`src/rtl/bnn_pkg.sv`:
```
// Shared types, widths and memory depths for the BNN parameter-load sequencer.
package bnn_pkg;

    localparam int DW = 25;
    localparam int OW = 9;
    localparam int AW = 11;

    localparam int K1_DEPTH = 90;
    localparam int K2_DEPTH = 1080;
    localparam int K3_DEPTH = 384;
    localparam int O1_DEPTH = 18;
    localparam int O2_DEPTH = 60;
    localparam int O3_DEPTH = 10;

    typedef enum logic [1:0] {
        L_NONE  = 2'd0,
        L_CONV1 = 2'd1,
        L_CONV2 = 2'd2,
        L_FC    = 2'd3
    } layer_e;

    typedef enum logic {
        K_KERNEL = 1'b0,
        K_OFFSET = 1'b1
    } kind_e;

    typedef enum logic [1:0] {
        S_IDLE = 2'd0,
        S_LOAD = 2'd1,
        S_DONE = 2'd2,
        S_ERR  = 2'd3
    } state_e;

    // One bit wider than an address so base+len can be compared without wrap.
    function automatic logic [AW:0] depth_of(input kind_e kind, input layer_e layer);
        logic [AW:0] d;
        d = '0;
        case (layer)
            L_CONV1: d = (kind == K_KERNEL) ? (AW+1)'(K1_DEPTH) : (AW+1)'(O1_DEPTH);
            L_CONV2: d = (kind == K_KERNEL) ? (AW+1)'(K2_DEPTH) : (AW+1)'(O2_DEPTH);
            L_FC:    d = (kind == K_KERNEL) ? (AW+1)'(K3_DEPTH) : (AW+1)'(O3_DEPTH);
            default: d = '0;
        endcase
        return d;
    endfunction

endpackage

```
`src/rtl/bnn_load_ctr.sv`:
```
// Loadable write-address / remaining-word counter; last_o flags the final word.
module bnn_load_ctr
    import bnn_pkg::*;
(
    input  logic          clk,
    input  logic          rst_n,
    input  logic          load_i,
    input  logic [AW-1:0] base_i,
    input  logic [AW-1:0] len_i,
    input  logic          step_i,
    output logic [AW-1:0] addr_o,
    output logic          last_o
);

    logic [AW-1:0] addr_q, addr_d;
    logic [AW-1:0] rem_q, rem_d;

    always_comb begin
        // NOTE: defaults first so every path assigns both signals and no latch is inferred.
        addr_d = addr_q;
        rem_d  = rem_q;
        if (load_i) begin
            addr_d = base_i;
            rem_d  = len_i;
        end else if (step_i) begin
            addr_d = addr_q + AW'(1);
            rem_d  = rem_q - AW'(1);
        end
    end

    always_ff @(posedge clk or negedge rst_n) begin
        // NOTE: non-blocking so all registers update together from pre-edge values.
        if (!rst_n) begin
            addr_q <= '0;
            rem_q  <= '0;
        end else begin
            addr_q <= addr_d;
            rem_q  <= rem_d;
        end
    end

    assign addr_o = addr_q;
    assign last_o = (rem_q == AW'(1));

endmodule

```
`src/rtl/bnn_param_loader.sv`:
```
// Parameter-load sequencer: turns a load command plus a word stream into
// kernel/offset memory writes and tracks which memories are fully loaded.
module bnn_param_loader
    import bnn_pkg::*;
(
    input  logic          clk,
    input  logic          rst_n,
    input  logic          cmd_valid,
    output logic          cmd_ready,
    input  logic          cmd_kind,
    input  logic [1:0]    cmd_layer,
    input  logic [AW-1:0] cmd_base,
    input  logic [AW-1:0] cmd_len,
    input  logic          data_valid,
    output logic          data_ready,
    input  logic [DW-1:0] data,
    input  logic          abort,
    output logic          wr_en,
    output logic          wr_kind,
    output logic [1:0]    wr_layer,
    output logic [AW-1:0] wr_addr,
    output logic [DW-1:0] wr_data,
    output logic          busy,
    output logic          done,
    output logic          err,
    output logic [5:0]    loaded,
    output logic          all_loaded
);

    state_e        state_q;
    kind_e         kind_q;
    layer_e        layer_q;
    logic [5:0]    loaded_q;

    logic          wr_en_q;
    kind_e         wr_kind_q;
    layer_e        wr_layer_q;
    logic [AW-1:0] wr_addr_q;
    logic [DW-1:0] wr_data_q;

    logic          cmd_hs;
    logic          data_hs;
    logic          cmd_legal;
    logic          last;
    logic [AW-1:0] addr;
    logic [AW:0]   end_addr;
    logic [2:0]    loaded_idx;
    logic [DW-1:0] wdata_fmt;

    assign cmd_ready  = (state_q == S_IDLE);
    assign data_ready = (state_q == S_LOAD) && !abort;
    assign cmd_hs     = cmd_valid && cmd_ready;
    assign data_hs    = data_valid && data_ready;

    assign end_addr  = {1'b0, cmd_base} + {1'b0, cmd_len};
    assign cmd_legal = (cmd_layer != 2'd0) && (cmd_len != '0) &&
                       (end_addr <= depth_of(kind_e'(cmd_kind), layer_e'(cmd_layer)));

    assign loaded_idx = ((kind_q == K_OFFSET) ? 3'd3 : 3'd0) + {1'b0, layer_q} - 3'd1;

    // Offsets are narrow signed values; widen them to the memory word.
    assign wdata_fmt = (kind_q == K_OFFSET) ? {{(DW-OW){data[OW-1]}}, data[OW-1:0]} : data;

    bnn_load_ctr u_ctr (
        .clk    (clk),
        .rst_n  (rst_n),
        .load_i (cmd_hs),
        .base_i (cmd_base),
        .len_i  (cmd_len),
        .step_i (data_hs),
        .addr_o (addr),
        .last_o (last)
    );

    always_ff @(posedge clk or negedge rst_n) begin
        if (!rst_n) begin
            state_q  <= S_IDLE;
            kind_q   <= K_KERNEL;
            layer_q  <= L_NONE;
            loaded_q <= '0;
        end else begin
            case (state_q)
                S_IDLE: begin
                    if (cmd_hs) begin
                        kind_q  <= kind_e'(cmd_kind);
                        layer_q <= layer_e'(cmd_layer);
                        state_q <= cmd_legal ? S_LOAD : S_ERR;
                    end
                end
                S_LOAD: begin
                    if (abort) begin
                        state_q <= S_ERR;
                    end else if (data_hs && last) begin
                        state_q <= S_DONE;
                    end
                end
                S_DONE: begin
                    loaded_q[loaded_idx] <= 1'b1;
                    state_q              <= S_IDLE;
                end
                S_ERR:   state_q <= S_IDLE;
                default: state_q <= S_IDLE;
            endcase
        end
    end

    // Write stage: one cycle behind the accepted stream word.
    always_ff @(posedge clk or negedge rst_n) begin
        if (!rst_n) begin
            wr_en_q    <= 1'b0;
            wr_kind_q  <= K_KERNEL;
            wr_layer_q <= L_NONE;
            wr_addr_q  <= '0;
            wr_data_q  <= '0;
        end else begin
            wr_en_q <= data_hs;
            if (data_hs) begin
                wr_kind_q  <= kind_q;
                wr_layer_q <= layer_q;
                wr_addr_q  <= addr;
                wr_data_q  <= wdata_fmt;
            end
        end
    end

    assign wr_en      = wr_en_q;
    assign wr_kind    = wr_kind_q;
    assign wr_layer   = wr_layer_q;
    assign wr_addr    = wr_addr_q;
    assign wr_data    = wr_data_q;
    assign busy       = (state_q != S_IDLE);
    assign done       = (state_q == S_DONE);
    assign err        = (state_q == S_ERR);
    assign loaded     = loaded_q;
    assign all_loaded = &loaded_q;

endmodule

```
`config.mk`:
```
export PLATFORM = sky130hd
export DESIGN_NAME = bnn_param_loader
export DESIGN_NICKNAME = d
export VERILOG_FILES = /design/src/rtl/bnn_pkg.sv /design/src/rtl/bnn_load_ctr.sv /design/src/rtl/bnn_param_loader.sv
export SDC_FILE = /design/constraint.sdc
export NUM_CORES = 1
export LEC_CHECK = 0
export ABC_AREA = 0
export CORE_ASPECT_RATIO = 0.6
export CORE_MARGIN = 2
export CORE_UTILIZATION = 45
export DETAILED_ROUTE_END_ITERATION = 7
export PLACE_DENSITY = 0.82
export SLEW_MARGIN = 20
export SYNTH_ARGS = -nofsm -noshare
export SYNTH_HDL_FRONTEND = slang
export SYNTH_SLANG_ARGS = --single-unit
```
`constraint.sdc`:
```
create_clock -name clk -period 2.1 [get_ports clk]
set_clock_uncertainty 0.15 [all_clocks]
set_input_delay 0.42 -clock clk [delete_from_list [all_inputs] [get_ports clk]]
set_output_delay 0.42 -clock clk [all_outputs]
set_load 0.01 [all_outputs]
```
## Word-level counts from Yosys, hierarchy flattened

Index checks and enable logic that the tools add are counted.

| storage, ports and cells | value |
|---|---|
| register bits | 73 |
| input port bits | 55 |
| output and inout port bits | 52 |

| operators by class | value |
|---|---|
| $add $sub $neg | 5 |
| magnitude comparators | 3 |
| equal/unequal tests | 9 |
| multiplexer cells | 17 |
| bitwise gates (word level) | 1 |
| reduce and logical (&&, ||, !) cells | 17 |

Operators with widths:

| kind | count |
|---|---|
| two-way mux 11 bit | 5 |
| case mux 11 bit (3 select lines) | 1 |
| two-way mux 25 bit | 1 |
| adder 11 x 11 -> 12 bit | 1 |
| less-or-equal comparator 12 bit | 1 |
| adder 11 x 1 -> 11 bit, second input constant | 1 |
| equality test 11 x 1 -> 1 bit, second input constant | 1 |
| nonzero test 11 bit | 1 |
| subtractor 11 x 1 -> 11 bit, second input constant | 1 |
| two-way mux 2 bit | 5 |
| two-way mux 9 bit | 1 |
| equality test 2 bit, second input constant | 4 |
| logical AND 1 bit | 7 |
| two-way mux 7 bit | 1 |
| bitwise OR 6 bit | 1 |
| case mux 2 bit (3 select lines) | 1 |
| AND reduction 6 bit | 1 |
| nonzero test 2 bit | 3 |
| equality test 2 x 1 -> 1 bit, second input constant | 2 |
| < comparator 3 x 4 -> 1 bit, second input constant | 1 |
| AND reduction 2 bit | 2 |
| adder 2 x 2 -> 3 bit | 1 |
| demux 1 bit (select 3 bit) | 1 |
| >= comparator 3 x 1 -> 1 bit, second input constant | 1 |
| 7 further kinds | 7 |

## Logic depth before layout (Yosys ltp)

| depth | value |
|---|---|
| depth in word-level cells | 8 |
| gate-level depth with buffers | 14 |
| gate-level depth less buffers | 14 |

## Cells and area by module

A second synthesis with hierarchy kept.

| second synthesis, totals | value |
|---|---|
| cells, all modules | 413 |
| area, all modules | 4141.5 sq um |

By module, submodules not included:

| module | instances | cells each | area each (sq um) | sequential area each (sq um) |
|---|---|---|---|---|
| bnn_param_loader | 1 | 284 | 2935.3 | 1276.2 |
| bnn_load_ctr | 1 | 129 | 1206.2 | 550.5 |

## Worst setup path before layout

OpenSTA, ideal clock, no wires.

| path | value |
|---|---|
| path type | input -> register |
| from | input cmd_base[0] |
| to | register state_q[1] |
| library setup time | 0.123 ns |
| arrival | 2.627 ns |
| required time | 1.827 ns |
| slack | -0.801 ns |
| stages | 14 |
| buffers on the path | 0 |
| cell sequence | ha_1 -> inv_1 -> fa_1 -> nor2b_1 -> o21ai_0 -> a21o_1 -> a21oi_1 -> o211ai_1 -> ha_1 -> nand2_1 -> o32a_1 -> o21ai_0 -> o311a_1 -> a21oi_1 |

| on the way | value |
|---|---|
| longest elaborated chain between the ends | 6 |

RTL lines:

| what | RTL line | RTL |
|---|---|---|
| from (decl) | bnn_param_loader.sv:12 | `input logic [AW-1:0] cmd_base,` |
| adder 11 x 11 -> 12 bit | bnn_param_loader.sv:55 | `assign end_addr = {1'b0, cmd_base} + {1'b0, cmd_len};` |
| less-or-equal comparator 12 bit | bnn_param_loader.sv:57 | `(end_addr <= depth_of(kind_e'(cmd_kind), layer_e'(cmd_layer)));` |
| logical AND 1 bit | bnn_param_loader.sv:56 | `assign cmd_legal = (cmd_layer != 2'd0) && (cmd_len != '0) &&` |
| two-way mux 2 bit | bnn_param_loader.sv:87 | `state_q <= cmd_legal ? S_LOAD : S_ERR;` |
| two-way mux 2 bit | bnn_param_loader.sv:84 | `if (cmd_hs) begin` |
| case mux 2 bit (3 select lines) | bnn_param_loader.sv:82 | `case (state_q)` |
| to (signal assigned) | bnn_param_loader.sv:87 |  |
| to (decl) | bnn_param_loader.sv:30 | `state_e state_q;` |

No other way between the ends. The select of a mux whose other input is x is not followed.
A chain may end at the register's enable or synchronous reset.

## Final worst setup path

Ends and elaborated chain as after synthesis.

==> run_results.csv <==
group,metric,value,unit
outcome,status,"finished, violations left",
outcome,violations,"negative setup slack",
worst_setup_path,cp_max_fo,3,
power,ir_drop,0.8429,mV
floorplanning,core-area,8686,µm²
floorplanning,die-height,78.11,µm
drt,drt_iter0_markers,253,
cts,cts_buffers,9,
place,gp_congestion,0.9876,
floorplanning,dieWidth,127.5,µm
global_route,overflow,0,
cts,path_clk_slew,60,ps
timing,timing.fmax,0.3634,GHz
global_route,met3_usage,8.793,%
floorplanning,die_area,9959,µm²
power,power.density,1228,nW/µm²
place,hpwl,9232,µm
worst_setup_path,startpoint_type,"input pin",
timing,period_minus_slack,2752,ps
cts,cts_tree,"yes",
drt,final_antenna_net_count,0,
drt,finalWirelength,12140,µm
timing,fin_tns_setup,-911.5,ps
cts,clock-sinks,73,
finish,multi_input_area,2231,µm²
logic_synthesis,syn_area,4119,µm²
logic_synthesis,synthFlopType,"dfrtp_1",
cts,cts_root_buf,"clkbuf_16",
floorplanning,io_pins,107,
timing,rsz0062_at_grt,"true",
global_route,grt_use_met2,40.64,%
timing,setup_ws,-651.6,ps
logic_synthesis,synth_top_cell_by_area,"dfrtp_1",
global_route,grt_max_degree,41,
finish,layout_common_cells,"nand2_1 (114), clkdlybuf4s50_1 (83), buf_4 (77)",
timing,finalMaxSlewViolations,0,
logic_synthesis,avgSynthCellArea,8.839,µm²
global_route,grt_pass1_wl,20100,µm
worst_setup_path,crit_required,2160,ps
global_route,grt_pass1_vias,4071,
timing,hold_violations,0,
global_route,grt-busiest-layer,"met2",
timing,worstMarginPinSlew,576.2,ps
timing,finalSetupViolations,5,
worst_setup_path,cp-end-kind,"register",
place,placed_cell_area,5806,µm²
place,port_buffers,106,
cts,clk_latency,330,ps
logic_synthesis,synth_seq_cells,73,
finish,n_fill_cell,641,
finish,syn2layout_area_growth,52.31,%
run,maxCapViolCount,0,
finish,diodes,0,
drt,via_count,4021,
logic_synthesis,synthDistinctLibCells,54,
drt,first_pass_iters,5,
worst_setup_path,r2r_setup_slack,150,ps
floorplanning,rows,26,
logic_synthesis,synth_enable_flop_cells,0,
logic_synthesis,synth_async_sr_flop_share,100.0,%
cts,htreeDepth,3,
worst_setup_path,cp.arrival,2810,ps
finish,postLayoutCoreUtil,72.23,%
timing,relSlewSlack,61.58,%
drt,drc,0,
cts,clockBufferDepth,2,
global_route,gr-usage-met1,34.64,%
logic_synthesis,syn-num-nets,553,
logic_synthesis,yosys_warnings,0,
global_route,grt_usage,25.86,%
timing,finalCritPeriodShare,131.0,%
drt,wire_per_inst,15.99,µm
logic_synthesis,syn_inst,466,
finish,fin_nets,729,
drt,via_per_inst,5.298,
finish,finalInstanceArea,6274,µm²
finish,post_route_cells_drive_above_1_share,19.17,%
finish,layout_commonest_cell,"nand2_1",
worst_hold_path,hp-class,"input pin to register",
global_route,antenna_found_initial,0,
finish,ff_latch_area,1827,µm²
logic_synthesis,ys_top_cells_by_area,"dfrtp_1 (44%), nand2_1 (10%), ha_1 (9.4%), o21ai_0 (5.3%), a21oi_1 (3.4%)",
floorplanning,start_util,47.42,%
worst_setup_path,path_class,"input pin to register",
logic_synthesis,ys_seq_area_share,44.35,%
power,leakage,2.952,nW
timing,hold-worst-slack,240.6,ps
logic_synthesis,yosys.area.top_type_share,44.35,%
[path summary, 6_finish.rpt]
path | startpoint | to | depth (start not counted)
max reg2reg | u_ctr.addr_o[3]$_DFFE_PN0P_ | u_ctr.addr_o[10]$_DFFE_PN0P_ | 5
max in group asynchronous | rst_n | u_ctr.addr_o[1]$_DFFE_PN0P_ | 3
max | cmd_base[0] | state_q[1]$_DFFE_PN0P_ | 15
min | cmd_base[0] | u_ctr.addr_o[0]$_DFFE_PN0P_ | 2
min reg2reg | wr_data[0]$_DFFE_PN0P_ | wr_data[0]$_DFFE_PN0P_ | 2
min in group asynchronous | rst_n | state_q[1]$_DFFE_PN0P_ | 2
[area by class of cell]
class / instances / share of cell area [%]
repair buffers: 184 / 26.35
multi-input cells: 352 / 35.56
flip-flops and latches: 73 / 29.12
clock buffers: 12 / 4.248
inverters: 22 / 1.316
clock inverters: 4 / 1.177
well taps: 112 / 2.234
[Yosys cell counts (2+ instances only)]
| library cell | instances |
|---|---|
| and2_1 | 5 |
| o21ai_0 | 44 |
| o211ai_1 | 4 |
| nand4_1 | 5 |
| nor3_1 | 8 |
| xor2_1 | 9 |
| a31oi_1 | 2 |
| o311ai_0 | 2 |
| dfrtp_1 | 73 |
| nor4_1 | 5 |
| a21oi_1 | 28 |
| ha_1 | 31 |
| a22oi_1 | 2 |
| a21o_1 | 7 |
| nor2b_1 | 3 |
| or3_1 | 2 |
| buf_2 | 6 |
| nand3_1 | 9 |
| a221o_1 | 3 |
| nand3b_1 | 2 |
| a211oi_1 | 5 |
| nand2_1 | 114 |
| clkbuf_1 | 12 |
| inv_1 | 21 |
| nand2b_1 | 4 |
| xnor2_1 | 7 |
| nor2_1 | 18 |
| o21ai_1 | 2 |
| o21bai_1 | 4 |
| and3_1 | 4 |
| nand4b_1 | 2 |
[what timing repair did]
item,CTS,global route
gates resized for setup,42,18
buffers inserted,1,3
endpoints found under the setup margin,6,6
gates cloned,0,0
endpoints found under the hold margin,33,0
pin swaps,8,13
hold buffers,1,0
[metrics by stage]
| step | worst slack, ps | total power (W) | cells |
|---|---|---|---|
| finish | -651.6 | 0.007702 | 759 |
| global route | -781.9 | 0.008259 | 759 |
| CTS | -687.0 | 0.007708 | 756 |
| detailed placement | -1554 | 0.005936 | 738 |
| global placement | -1500 | 0.005808 | 738 |
| floorplan | -744.4 | 0.004167 | 466 |
[flip-flops by register name, summed over array words and instances, names as in the netlist]
signal        count
wr_data          25
u_ctr.addr_o     11
u_ctr.rem_q      11
wr_addr          11
loaded            6
layer_q           2
state_q           2
wr_layer          2
kind_q            1
wr_en             1
wr_kind           1
[critical path: stages]
cell and delay (ps):
buf_6 80, ha_4 130, inv_2 30, fa_2 330, nor2b_1 120, o21ai_1 80
a21o_1 200, a21oi_2 180, xor2_1 90, ha_1 310, nand4b_1 110, o32a_1 360
o21ai_1 100, o311a_1 200, a21oi_2 50
[routing by layer]
metal  up-vias  share of wire (%)
li1       1974                  -
met5         -                  0
met2       130                 45
met1      1904                 45
met3        13                9.5
met4         0                1.2
[cell families (layout without fill, tap and decap cells)]
group	after synthesis	after routing	synth area share, %
muxes	1	1	0.2430
AOI/OAI and AO/OA	115	115	17.16
and+or+nand+nor	188	188	21.02
DFF	73	73	44.35
xor gates and xnor gates	16	16	3.402
buffers and inverters	41	222	3.918
adders and majority gates	32	32	9.903
[where the power goes]
part / switching [W] / leakage, nW / internal (W)
clock network: 0.000579 / 0.169 / 0.00114
registers: 0.000505 / 0.904 / 0.00205
logic: 0.00166 / 1.88 / 0.00177
Note: power is estimated with default switching activity, not from simulation.
